--- src/rtl/bist_sequencer.sv ---
// BIST session sequencer for the four-function engine.
// For each function f = 0..3 it:
//   - reseeds the pattern LFSR and clears the MISR;
//   - applies PATTERNS patterns, each one an engine start, a busy handshake and a MISR/LFSR step;
//   - compares the final MISR signature against golden slice f.
// Results stay valid in DONE until the next accepted start or reset.
//
// Ports:
//   clock, rst          rising-edge clock, asynchronous active-high reset
//   start               session request, honoured only in IDLE/DONE
//   seed, poly, golden  session configuration, latched on an accepted start
//   misr_sig            current MISR signature
//   cut_busy            engine busy handshake
//   lfsr_load, lfsr_en  LFSR reseed / step strobes
//   misr_clear, misr_en MISR clear / compact strobes
//   cut_start, cut_func engine start strobe and function select
//   seed_q, poly_q      latched configuration fed to LFSR/MISR
//   busy, done          session in progress / finished (level)
//   pass, fail_map      overall pass, per-function mismatch bits
//   timeout, cfg_err    engine handshake timeout, zero seed/poly at start
module bist_sequencer #(
    parameter int unsigned WIDTH    = 8,
    parameter int unsigned PATTERNS = 16,
    parameter int unsigned TIMEOUT  = 32
) (
    input  logic               clock,
    input  logic               rst,
    input  logic               start,
    input  logic [WIDTH-1:0]   seed,
    input  logic [WIDTH-1:0]   poly,
    input  logic [4*WIDTH-1:0] golden,
    input  logic [WIDTH-1:0]   misr_sig,
    input  logic               cut_busy,
    output logic               lfsr_load,
    output logic               lfsr_en,
    output logic               misr_clear,
    output logic               misr_en,
    output logic               cut_start,
    output logic [1:0]         cut_func,
    output logic [WIDTH-1:0]   seed_q,
    output logic [WIDTH-1:0]   poly_q,
    output logic               busy,
    output logic               done,
    output logic               pass,
    output logic [3:0]         fail_map,
    output logic               timeout,
    output logic               cfg_err
);

    localparam int unsigned PAT_W  = (PATTERNS > 1) ? $clog2(PATTERNS) : 1;
    localparam int unsigned WAIT_W = $clog2(TIMEOUT + 1);

    typedef enum logic [2:0] {
        StIdle,
        StLoad,
        StApply,
        StWait,
        StCapture,
        StCheck,
        StDone
    } state_e;

    state_e             state_q, state_d;
    logic [1:0]         func_q, func_d;
    logic [PAT_W-1:0]   pat_q, pat_d;
    logic [WAIT_W-1:0]  wait_q, wait_d, wait_inc;
    logic [WIDTH-1:0]   seed_d, poly_d, gold_sel;
    logic [4*WIDTH-1:0] golden_q, golden_d;
    logic               pass_q, pass_d, timeout_q, timeout_d, cfg_q, cfg_d;
    logic [3:0]         fail_q, fail_d, fail_upd;

    assign cut_func = func_q;
    assign pass     = pass_q;
    assign fail_map = fail_q;
    assign timeout  = timeout_q;
    assign cfg_err  = cfg_q;

    always_comb begin
        gold_sel = golden_q[0 +: WIDTH];
        unique case (func_q)
            2'd0: gold_sel = golden_q[0 +: WIDTH];
            2'd1: gold_sel = golden_q[WIDTH +: WIDTH];
            2'd2: gold_sel = golden_q[2*WIDTH +: WIDTH];
            2'd3: gold_sel = golden_q[3*WIDTH +: WIDTH];
            default: gold_sel = golden_q[0 +: WIDTH];
        endcase
    end

    always_comb begin
        state_d    = state_q;
        func_d     = func_q;
        pat_d      = pat_q;
        wait_d     = wait_q;
        wait_inc   = wait_q + WAIT_W'(1);
        seed_d     = seed_q;
        poly_d     = poly_q;
        golden_d   = golden_q;
        pass_d     = pass_q;
        fail_d     = fail_q;
        fail_upd   = fail_q;
        timeout_d  = timeout_q;
        cfg_d      = cfg_q;
        lfsr_load  = 1'b0;
        lfsr_en    = 1'b0;
        misr_clear = 1'b0;
        misr_en    = 1'b0;
        cut_start  = 1'b0;
        busy       = 1'b0;
        done       = 1'b0;

        unique case (state_q)
            StIdle, StDone: begin
                done = (state_q == StDone);
                if (start) begin
                    seed_d    = seed;
                    poly_d    = poly;
                    golden_d  = golden;
                    pass_d    = 1'b0;
                    fail_d    = 4'b0000;
                    timeout_d = 1'b0;
                    cfg_d     = 1'b0;
                    pat_d     = '0;
                    if (seed == '0 || poly == '0) begin
                        cfg_d   = 1'b1;
                        state_d = StDone;
                    end else begin
                        // func select only moves on a LOAD entry edge
                        func_d  = 2'd0;
                        state_d = StLoad;
                    end
                end
            end
            StLoad: begin
                busy       = 1'b1;
                lfsr_load  = 1'b1;
                misr_clear = 1'b1;
                pat_d      = '0;
                state_d    = StApply;
            end
            StApply: begin
                busy      = 1'b1;
                cut_start = 1'b1;
                wait_d    = '0;
                state_d   = StWait;
            end
            StWait: begin
                busy   = 1'b1;
                wait_d = wait_inc;
                // first WAIT cycle is engine start latency; busy is not yet meaningful
                if (wait_q != '0 && !cut_busy) begin
                    state_d = StCapture;
                end else if (wait_inc == WAIT_W'(TIMEOUT)) begin
                    timeout_d      = 1'b1;
                    pass_d         = 1'b0;
                    fail_d[func_q] = 1'b1;
                    state_d        = StDone;
                end
            end
            StCapture: begin
                busy    = 1'b1;
                misr_en = 1'b1;
                lfsr_en = 1'b1;
                if (pat_q == PAT_W'(PATTERNS - 1)) begin
                    state_d = StCheck;
                end else begin
                    pat_d   = pat_q + PAT_W'(1);
                    state_d = StApply;
                end
            end
            StCheck: begin
                busy             = 1'b1;
                fail_upd[func_q] = (misr_sig != gold_sel);
                fail_d           = fail_upd;
                if (func_q == 2'd3) begin
                    pass_d  = (fail_upd == 4'b0000);
                    state_d = StDone;
                end else begin
                    func_d  = func_q + 2'd1;
                    state_d = StLoad;
                end
            end
            default: state_d = StIdle;
        endcase
    end

    always_ff @(posedge clock or posedge rst) begin
        if (rst) begin
            state_q   <= StIdle;
            func_q    <= 2'd0;
            pat_q     <= '0;
            wait_q    <= '0;
            seed_q    <= '0;
            poly_q    <= '0;
            golden_q  <= '0;
            pass_q    <= 1'b0;
            fail_q    <= 4'b0000;
            timeout_q <= 1'b0;
            cfg_q     <= 1'b0;
        end else begin
            state_q   <= state_d;
            func_q    <= func_d;
            pat_q     <= pat_d;
            wait_q    <= wait_d;
            seed_q    <= seed_d;
            poly_q    <= poly_d;
            golden_q  <= golden_d;
            pass_q    <= pass_d;
            fail_q    <= fail_d;
            timeout_q <= timeout_d;
            cfg_q     <= cfg_d;
        end
    end

endmodule

--- config.mk ---
export PLATFORM = sky130hd
export DESIGN_NAME = bist_sequencer
export DESIGN_NICKNAME = d
export VERILOG_FILES = /design/src/rtl/bist_sequencer.sv
export SDC_FILE = /design/constraint.sdc
export NUM_CORES = 1
export LEC_CHECK = 0
export CORE_MARGIN = 5
export CORE_UTILIZATION = 66
export CTS_BUF_LIST = sky130_fd_sc_hd__clkbuf_8
export DETAILED_ROUTE_END_ITERATION = 6
export DONT_BUFFER_PORTS = 1
export HOLD_SLACK_MARGIN = 0.03
export PLACE_DENSITY = 0.85
export REMOVE_ABC_BUFFERS = 1
export SYNTH_ARGS = -nofsm -noshare
export SYNTH_HDL_FRONTEND = slang
export SYNTH_SLANG_ARGS = --single-unit
--- constraint.sdc ---
create_clock -name clock -period 2.4 [get_ports clock]
set_input_delay 0.48 -clock clock [delete_from_list [all_inputs] [get_ports clock]]
set_output_delay 0.48 -clock clock [all_outputs]
set_load 0.01 [all_outputs]
Word level (Yosys, flattened, before mapping)
Index checks and enable logic that the tools add are counted.

storage, ports and cells
  register bits = 70
  input port bits = 60

cells by class
  $add $sub $neg = 3
  $lt $le $gt $ge = 2
  eq/ne operators = 20
  mux-type cells = 36
  bitwise gates (word level) = 1
  reductions and logical operators = 24

operators with widths
  cell                   count
  $pmux W8 S4            1
  $pmux W4 S3            2
  $mux W3                6
  $pmux W3 S6            1
  $logic_not A8 Y1       2
  $mux W4                4
  $ne A2 B2 Y1 const B   7
  $mux W1                13
  $pmux W6 S2            1
  $reduce_and A4 Y1      3
  $eq A3 B3 Y1 const B   3
  $ne A8 B8 Y1           1
  $add A6 B1 Y6 const B  1
  $eq A3 B2 Y1 const B   2
  $eq A6 B6 Y1 const B   1
  $mux W2                3
  $reduce_bool A2 Y1     3
  $reduce_bool A3 Y1     2
  $reduce_bool A6 Y1     1
  $reduce_and A5 Y1      1
  $reduce_or A5 Y1       1
  $add A4 B1 Y4 const B  1
  $bwmux W4              1
  $eq A2 B2 Y1 const B   2
  other kinds (21)       23

Logic depth before layout (Yosys ltp)
Gate-level depths: netlist (run 1).

  depth in word-level cells = 8
  gate-level depth with buffers = 9
  depth with buffers taken out = 8

Worst setup path after synthesis (run 1)
No wires, ideal clock.

  path type = register to register
  from = register func_q[0], in the netlist cut_func[0]
  to = register fail_q[0], in the netlist fail_map[0]
  library setup time = 152 ps
  data arrival time = 1911 ps
  data required time = 2248 ps
  slack = 337 ps
  stages on the path, launching flop included = 9
  cells stage by stage = dfrtp_1 -> inv_1 -> ha_1 -> clkbuf_1 -> mux2i_1 -> xnor2_1 -> nand4_1 -> nor2_1 -> a31oi_1

between the ends
  word-level cells in the longest chain between the ends = 8

ends and longest elaborated chain
  what                                                                       RTL line  source
  start: declaration                                                         64        logic [1:0] func_q, func_d;
  start signal: assignment                                                   201       func_q <= func_d;
  $lt A2 B3 Y1 (implied by the code) / $ge A2 B1 Y1 (equally long branches)  155, 172
  $logic_and A1 B1 Y1 (implied by the code)                                  155, 172
  $mux W1 (implied by the code)                                              155, 172
  $demux W1 S2                                                               155, 172
  $or A4 B4 Y4 (no source line)                                              -
  $mux W4                                                                    152       end else if (wait_inc == WAIT_W'(TIMEOUT)) begin
  $mux W4                                                                    150       if (wait_q != '0 && !cut_busy) begin
  $pmux W4 S3 *                                                              111       unique case (state_q)
  end signal: assignment                                                     208       fail_q <= fail_d;
  end: declaration                                                           70        logic [3:0] fail_q, fail_d, fail_upd;

Mark *: on every way between the ends. The rest lies on a longest branch, timed or not. The select of a mux whose other input is x is not followed.
A chain may end at the register's enable or synchronous reset.

Worst setup path after layout (run 1)
  from = register func_q[1], in the netlist cut_func[1]
  to = register fail_q[0], in the netlist fail_map[0]

Same word-level chain as after synthesis.

==> summary.txt, run 1 <==
Critical path
  – Reg2reg path depth: 7
  – Worst flop-to-flop path endpoint: fail_map[0]
  – Crit Path Class: reg2reg
  – Startpoint types: flip-flop
  – Crit path from: cut_func[1]
  – Crit path DAT: 2430 ps
  – Max FO, Critical Path: 9
  – FF-to-FF Start: cut_func[1]
  – Worst EP required: 2600 ps
  – FF-to-FF setup slack: between 150 and 200 ps
  – Crit. End Element: flip-flop

Floorplan
  – Die X-Extent: 82.6 um
  – Initial core utilization: 68.1%
  – Row count: 26
  – Die area: 6820 sq um
  – Die Y-Extent: 82.6 um
  – Core area: 5110 sq um
  – Ports: a little over 90

Clocking
  – Clock sink total: 70
  – Clock-pin slew on the worst setup and hold paths: 70 ps
  – Clock Tree Buf Depth: 2
  – Total CTS buffers: 9
  – Depth of the CTS H-tree: 3
  – CTS Root Cell: clkbuf_8
  – Hold Buf Count CTS: 0
  – CTS tree: done
  – Worst skew pair latency: around 340 ps

Finish
  – Proportion of layout cells with a drive suffix above 1: around a fifth
  – Ant diodes: 0
  – Post-route cell area: 3770 sq um
  – Area Growth Syn to Fin: 8.34%
  – Final Net Count: 395

STA
  – Final setup TNS: 0 ps
  – Slew Limit Fails: 0
  – Setup-failing EPs final: 0
  – Min Hold Slack: 66.6 ps
  – Hold Fails Final Rpt: 0
  – Fmax: 0.450 GHz
  – Max_slew headroom: 56.0%
  – Worst Tran Pin Value: 654 ps
  – Fin crit period: 2220 ps
  – Clock Skews: 12.5 ps
  – Fin crit share: 92.6%
  – RSZ-0062 raised after global routing: false

Global route
  – GRT Total Usage: 23.3%
  – Vias in the first global route: roughly 2.5k
  – Largest net degree at the start of global routing: 64
  – Number of antenna violations at the first check in global routing: 0
  – Remaining global-route overflow: 0
  – Global-route wire length before repair: 11.8 mm

Power and ir drop
  – PD cells: 1340 nW/um^2
  – Pleak: 1.60 nW
  – Peak VDD IR: 0.775 mV

Logic synthesis
  – Post-synthesis register bit count: 70
  – Yosys cell types: 39
  – Leading area contributor after synthesis: dfrtp_1
  – Cells after synthesis: 330
  – Most frequent cells after synthesis: dfrtp_1, mux2_2, o21ai_0, nand2_1
  – Async S/R FF share, synth: 100%
  – Share of the synthesized area in the top cell type: 50.3%
  – EDFF count, synth: 0
  – Register area share after synthesis: 50.3%
  – Cell with the most instances after synthesis: dfrtp_1
  – Area of the mapped netlist: 3480 sq um
  – YS warnings: 0
  – Synth top area cells: dfrtp_1, mux2_2, o21ai_0
  – Predominant post-synthesis flop cell: dfrtp_1
  – Syn avg cell area: 10.5 sq um

Status
  – Status: complete, no violations

Flow run
  – Total of max-cap violations: 0

Routing
  – Wire length per cell: approximately 18 um
  – Final ANT Viol Nets: 0
  – DR iter-0 viols: 238
  – DRC errors left: 0
  – TritonRoute pass-1 iters: 4
  – Post-Route WL: 7.42 mm
  – DR vias: 2,439
  – DR vias/cell: 6.05

Place
  – Placed instance area: 3560 sq um
  – Final HPWL DP: 5.40 mm
  – Placer congestion estimate: roughly 0.9
  – Quantity of I/O buffers inserted on ports: 0

Worst hold path
  – Worst Hold Class: in2async
[critical path, stage by stage, from the launching register on]
cell and delay, ps:
dfrtp_1 460, ha_1 360, a222oi_1 420, mux2i_1 170, xnor2_1 220, nand4_1 130
nor2_2 200, a31oi_1 120
[layout by cell type (no fill, tap or decap), drive strengths merged, types with 2 or more instances in the layout]
cell type	n
mux2	40
a22o	3
or4	2
nor2	22
nor2b	2
inv	23
o21ai	31
nand3	7
mux2i	12
nor4	2
ha	7
o211ai	2
nand2	25
xnor2	9
clkbuf	10
or3	3
nand4	3
a222oi	8
clkinvlp	2
nor3	6
clkinv	2
a31oi	6
nand2b	3
a21oi	12
dfrtp	70
buf	7
[routing by layer]
metal | GRT usage (%) | vias up | wire (um)
li1 | - | 1161 | -
met1 | 29.5 | 1182 | 3050
met2 | 36.4 | 85 | 3650
met3 | 7.70 | 11 | 605
met4 | 10.6 | 0 | 112
met5 | 0 | - | 0
[registers in the layout (all words and copies together) (netlist names)]
name      cells
wait_q        6
state_q       3
poly_q        8
seed_q        8
cfg_err       1
golden_q     32
pat_q         4
cut_func      2
fail_map      4
timeout       1
pass          1
[kinds of logic (layout without fill, tap and decap cells)]
logic type	after synthesis	in the layout	share of synthesized area, %
XOR/XNOR	10	10	2.52
adder cells (fa/ha/maj)	8	8	2.80
AO/OA/AOI/OAI	69	69	12.5
AND/OR/NAND/NOR	79	79	10.6
flip-flops	70	70	50.3
multiplexers	52	52	16.4
buffers and inverters	42	45	4.89
[how the worst max path moves through the flow]
stage | depth (start not counted) | end | slack (ps)
floorplan | 3 | golden_q[10] | -3180
global placement | 8 | fail_map[1] | 270
detailed placement | 8 | fail_map[2] | 150
CTS | 8 | fail_map[2] | 60
global route | 7 | fail_map[1] | 10
finish | 7 | fail_map[0] | 180
[where the power goes]
part / switching [mW] / internal [mW]
registers: 0.512 / 1.70
clock network: 0.436 / 0.504
logic: 0.976 / 0.921
total: 1.92 / 3.13
[area by class of cell]
cell class	instances	area [sq um]
clock buffers	10	138
clock inverters	6	62.6
fillers	368	1340
inverters	22	82.6
multi-input cells	218	1570
flip-flops and latches	70	1750
well taps	70	87.6
repair buffers	7	77.6
[what timing repair did]
item / CTS / global route
gates resized for setup: 0 / 3
endpoints found under the setup margin: 0 / 5
setup buffers: 0 / 0
[stage by stage]
step	util [%]	instances	total power [mW]	setup slack [ps]
2_1_floorplan	-	310	3.62	-3180
3_3_place_gp	69.7	387	4.00	268
3_5_place_dp	69.7	387	4.11	155
4_1_cts	73.7	403	5.06	63.4
5_1_grt	73.8	403	5.42	14.3
6_report	73.8	403	5.05	178
Power figures use the tool's default switching activity.
==> run 2: changes to the inputs <==
--- a/config.mk
+++ b/config.mk
@@ -8,3 +8,3 @@
 export CORE_MARGIN = 5
-export CORE_UTILIZATION = 66
+export CORE_UTILIZATION = 59
 export CTS_BUF_LIST = sky130_fd_sc_hd__clkbuf_8
@@ -13,3 +13,3 @@
 export HOLD_SLACK_MARGIN = 0.03
-export PLACE_DENSITY = 0.85
+export PLACE_DENSITY = 0.81
 export REMOVE_ABC_BUFFERS = 1
==> constraint.sdc (replaced) <==
create_clock -name clock -period 1.8 [get_ports clock]
set_input_delay 0.18 -clock clock [delete_from_list [all_inputs] [get_ports clock]]
set_output_delay 0.18 -clock clock [all_outputs]
set_load 0.01 [all_outputs]
==> run 2 against run 1 <==
  * The flow now finishes with violations (setup timing)
  * Sequential share of layout area down 8.1 points
  * Maximum frequency grew 0.44%
  * Register-to-register slack worse by 590 ps
  * Non-clock buffer count up 77
  * First-iteration DRC count increased by 24%
  * Via count is 20% higher
  * Routed wire length increased by 31%
  * Sequential power rose by 31%
  * Flip-flop and latch count unchanged
  * Count of clock-buffer cells in the layout decreased by 1
  * Die area is 10% higher
  * Clock power up 32%
  * Critical path type unchanged
==> summary.txt, run 2 (synthesized netlist as in run 1, its figures left out) <==
Clocking
  – Total CTS buffers: 9
  – CTS tree: done
  – Worst skew pair latency: 350 ps
  – Clock sink total: 70
  – Clock Tree Buf Depth: 2
  – Depth of the CTS H-tree: 3
  – Clock-pin slew on the worst setup and hold paths: 70 ps
  – CTS Root Cell: clkbuf_8

STA
  – Max_slew headroom: 71.3%
  – Worst Tran Pin Value: between 400 and 500 ps
  – Clock Skews: 13.1 ps
  – RSZ-0062 raised after global routing: true
  – Setup ws final: -413 ps
  – Slew Limit Fails: 0
  – Setup-failing EPs final: 5
  – Hold Fails Final Rpt: 0
  – Fin crit period: 2210 ps
  – Fmax: 0.452 GHz
  – Fin crit share: 123%

Global route
  – Global-route wire length before repair: 15.5 mm
  – Number of antenna violations at the first check in global routing: 0
  – GRT Total Usage: about 27%
  – Remaining global-route overflow: 0
  – Vias in the first global route: 3,104
  – Largest net degree at the start of global routing: just over 70

Routing
  – DR vias/cell: 6.03
  – TritonRoute pass-1 iters: 4
  – Post-Route WL: 9.72 mm
  – DRC errors left: 0
  – DR vias: 2,924
  – Final ANT Viol Nets: 0
  – Wire length per cell: between 20 and 25 um
  – DR iter-0 viols: 295

Finish
  – Area Growth Syn to Fin: 31.6%
  – Top reg by flops: golden_q
  – Final Net Count: around 470
  – Commonest non-fill, non-tap cell in the layout: dfrtp_1
  – Max reg flops: 32
  – Most frequent cells in the layout: dfrtp_1, dlygate4sd3_1, mux2_2
  – Ant diodes: 0
  – Biggest regs: golden_q: 32 flops, poly_q: 8 flops, seed_q: 8 flops
  – Post-route cell area: 4580 sq um
  – Proportion of layout cells with a drive suffix above 1: 26.1%

Floorplan
  – Die X-Extent: slightly below 90 um
  – Core area: 5820 sq um
  – Die Y-Extent: roughly 87 um
  – Initial core utilization: 59.8%
  – Ports: slightly above 90
  – Row count: 28
  – Die area: 7530 sq um

Place
  – Placer congestion estimate: a little over 0.8
  – Final HPWL DP: 5.68 mm
  – Quantity of I/O buffers inserted on ports: 0
  – Placed instance area: about 3800 sq um

Critical path
  – Worst EP required: between 2000 and 2500 ps
  – Max FO, Critical Path: 6
  – Crit. End Element: flip-flop
  – Crit Path Class: reg2reg
  – Startpoint types: flip-flop
  – Crit path DAT: ~2400 ps

Flow run
  – Total of max-cap violations: 0

Status
  – Failing checks: setup timing
  – Status: finished, violations left

Power and ir drop
  – Peak VDD IR: roughly 1 mV
  – PD cells: 1640 nW/um^2
  – Final Power: 7.52 mW
  – Pleak: 1.96 nW

Worst hold path
  – Worst Hold Class: in2reg
==> run 2: cell count changes in the layout (fill, tap and decap cells not counted), moves of 3 or more <==
cell,before,now
buf_6,0,6
ha_4,0,4
dlygate4sd3_1,0,50
buf_4,5,25
dfrtp_1,70,67
dfrtp_2,0,3
==> run 2: critical path, stage by stage (launching register included) <==
cell and delay (ps):
dfrtp_2 450, buf_6 140, ha_4 180, buf_6 140, a222oi_1 280, mux2i_1 150, xnor2_1 220, nand4_1 190
nor2_4 190, a31oi_1 150
==> run 2: metrics by stage <==
step / hold WS, ps / std cells / setup WS (ps) / setup TNS [ps] / util (%)
finish: 118 / 485 / -413 / -1830 / 78.7
CTS: 103 / 482 / -139 / -634 / 77.6
detailed placement: 173 / 415 / -347 / -1700 / 64.5
floorplan: 297 / 310 / -3780 / -215650 / -
global route: 142 / 485 / -429 / -2810 / 78.7
global placement: 169 / 415 / -185 / -899 / 64.5
==> run 2: power by group <==
group	switching, mW	internal, mW
Clock	0.613	0.632
Combinational	1.70	1.68
Sequential	0.625	2.28
Total	2.94	4.59
==> run 2: final cells by class <==
class                   instances  area [sq um]
flip-flops and latches         70          1760
multi-input cells             218          1640
fillers                       364          1240
repair buffers                 84           816
clock buffers                   9           124
well taps                      75          93.8
inverters                      22          82.6
clock inverters                 7          66.3
==> run 2: worst paths after layout <==
kind,startpoint,endpoint,slack (ps),cells after the start
max in group asynchronous,rst,state_q[0],1110,3
min in group asynchronous,rst,poly_q[7],380,3
max,cut_func[0],fail_map[0],-410,9
min reg2reg,golden_q[31],golden_q[31],520,1
min,start,pat_q[3],120,3
max reg2reg,cut_func[0],fail_map[0],-410,9
==> run 2: repair_timing <==
item	4_1_cts	5_1_grt
pin swaps	3	3
setup endpoints to repair	6	25
hold buffers	50	0
gates resized for setup	14	18
setup buffers	1	3
gates cloned	0	0
endpoints found under the hold margin	119	0
==> run 2: layer usage <==
layer / global-route usage [%] / vias to the layer above / wire [um]
met1: 31.6 / 1437 / 3610
met5: 0 / - / 0
met2: 45.5 / 145 / 4950
met4: 12.6 / 0 / 261
li1: - / 1318 / -
met3: 8.37 / 24 / 893
==> run 3: changes to the inputs <==
- HOLD_SLACK_MARGIN: 0.03 -> 0.15
- PLACE_DENSITY: 0.81 -> 0.78
==> run 3 against run 2 <==
  * The run still ends with setup timing left
  * Combinational power fell by 4%
  * Register-to-register slack improved by 110 ps
  * Global-route usage fell by 1.1 points
  * Critical endpoint is now fail_map[2]
  * Largest cell class unchanged
==> summary.txt, run 3 (synthesized netlist as in run 1, its figures left out) <==
Finish
  – Commonest non-fill, non-tap cell in the layout: dfrtp_1
  – Most frequent cells in the layout: dfrtp_1, dlygate4sd3_1, mux2_2
  – Ant diodes: 0
  – Biggest regs: golden_q: 32 flops, poly_q: 8 flops, seed_q: 8 flops
  – Post-route insts no fill: 487
  – Register Area: 1760 sq um
  – Post-route cell area: 4580 sq um
  – Footprint of the multi-input gates: approximately 1600 sq um
  – Area Growth Syn to Fin: 31.6%
  – Top reg by flops: golden_q
  – Proportion of layout cells with a drive suffix above 1: ~26%
  – Max reg flops: 32
  – Final Net Count: 474
  – Filler instances: 357

STA
  – Fin crit period: ~2100 ps
  – Setup-failing EPs final: 5
  – Hold Fails Final Rpt: 0
  – Worst Tran Pin Value: 491 ps
  – Slew Limit Fails: 0
  – Setup ws final: -298 ps
  – Clock Skews: 5.17 ps
  – Fin crit share: 117%
  – Fmax: 0.477 GHz
  – Max_slew headroom: 67.2%
  – RSZ-0062 raised after global routing: true

Clocking
  – Depth of the CTS H-tree: 3
  – CTS tree: done
  – Clock-pin slew on the worst setup and hold paths: 70 ps
  – Clock sink total: 70
  – CTS Root Cell: clkbuf_8
  – Worst skew pair latency: ~350 ps
  – Total CTS buffers: 9
  – Clock Tree Buf Depth: 2

Floorplan
  – Initial core utilization: 59.8%
  – Die Y-Extent: just under 90 um
  – Row count: 28
  – Die X-Extent: just under 90 um
  – Ports: 92
  – Core area: 5820 sq um
  – Die area: 7530 sq um

Routing
  – DR vias/cell: 6.01
  – DR iter-0 viols: 303
  – TritonRoute pass-1 iters: 5
  – Final ANT Viol Nets: 0
  – Post-Route WL: 9.63 mm
  – DR vias: 2,928
  – DRC errors left: 0
  – Wire length per cell: 19.8 um

Critical path
  – Crit path DAT: 2310 ps
  – Buf/Inv on CP: 1
  – Crit path largest cell delay: about 440 ps
  – Crit. End Element: flip-flop
  – Crit Path Class: reg2reg
  – CP max-delay cell: dfrtp_2
  – Startpoint types: flip-flop
  – Max FO, Critical Path: 9
  – Worst EP required: 2010 ps
  – Top Family by Delay on Critical Path: flip-flops
  – Critical path, cell by cell: inv_1, ha_2, a222oi_1, mux2i_1, xnor2_1, nand4_1, nor2_4, a31oi_1

Place
  – Inst Count DP: 417
  – Placed instance area: around 3800 sq um
  – Placer congestion estimate: roughly 0.87
  – Quantity of I/O buffers inserted on ports: 0
  – Final HPWL DP: between 5 and 6 mm

Power and ir drop
  – Pleak: 1.97 nW
  – Net Switching: 2.84 mW
  – PD cells: 1650 nW/um^2
  – P_int: approximately 4.7 mW
  – Peak VDD IR: 1.15 mV
  – Clock network power share: 18.5%
  – Power share of the combinational group: 42.8%
  – Register share of total power: around two fifths
  – Sw frac: 37.6%

Global route
  – Largest net degree at the start of global routing: 33
  – GRT Total Usage: 26.0%
  – Remaining global-route overflow: 0
  – Global-route wire length before repair: approximately 15 mm
  – Vias in the first global route: 2,973
  – Number of antenna violations at the first check in global routing: 0

Worst hold path
  – Worst Hold Class: in2reg

Status
  – Failing checks: setup timing
  – Status: finished, violations left

Flow run
  – Total of max-cap violations: 0
-- run 3: cell count changes in the layout (fill, tap and decap cells not counted), moves of 2 or more --
cell,change
inv_1,+2
mux2i_1,-2
mux2i_2,+2
ha_4,-2
buf_4,+4
nor3_2,-2
buf_6,-2
-- run 3: power by group through the flow --
stage | combinational [mW] | sequential (mW) | clock (mW)
global placement | 2.72 | 2.87 | 0
finish | 3.23 | 2.92 | 1.39
detailed placement | 2.84 | 2.88 | 0
global route | 3.53 | 2.99 | 1.47
CTS | 3.00 | 2.88 | 1.38
floorplan | 1.93 | 2.79 | 0
-- run 3: metal layers --
metal	wire [um]	vias up	global-route usage, %
li1	-	1327	-
met1	3640	1394	31.3
met2	4780	170	42.7
met3	907	37	9.13
met4	301	0	10.1
met5	0	-	0
-- run 3: timing repair --
action                                  in CTS  in global routing
cloned                                       0                  1
pin swaps                                    3                  5
resized for setup                           11                 12
endpoints found under the setup margin       6                 52
hold buffers                                50                  0
hold endpoints to repair                    97                  0
setup buffers                                0                  3
-- run 3: final timing paths --
kind	from	end	slack, ps	cells after the start
worst max-delay path	cut_func[1]	fail_map[2]	-300	8
worst min-delay path	start	state_q[0]	140	3
worst max register to register	cut_func[1]	fail_map[2]	-300	8
worst min register to register	golden_q[28]	golden_q[28]	520	1
max in group asynchronous	rst	state_q[0]	760	3
min in group asynchronous	rst	poly_q[7]	310	2
-- run 3: final cells by class --
cell class / instances / share of cell area (%)
Multi-Input combinational cell: 218 / 35.5
Inverter: 22 / 1.80
Timing Repair Buffer: 86 / 17.6
Tap cell: 75 / 2.05
Clock inverter: 6 / 1.72
Clock buffer: 10 / 3.00
Sequential cell: 70 / 38.3
-- run 3: metrics by stage --
stage	TNS [ps]	worst slack [ps]	utilization, %	power (mW)	hold WS (ps)
after floorplan	-215650	-3780	-	4.72	297
after global placement	-1270	-258	64.6	5.60	104
after detailed placement	-1760	-357	64.6	5.72	108
after CTS	-943	-193	77.6	7.26	151
after global routing	-1960	-404	78.8	7.98	180
final	-1310	-298	78.8	7.55	144
-- run 3: worst reg2reg max path: cells and delay by family (launching register included) --
family / cells / cell delay (ps)
buf+inv: 1 / 100
simple gates: 2 / 420
xor+xnor: 1 / 200
compound gates: 2 / 430
flops: 1 / 440
fa+ha+maj: 1 / 250
mux: 1 / 140
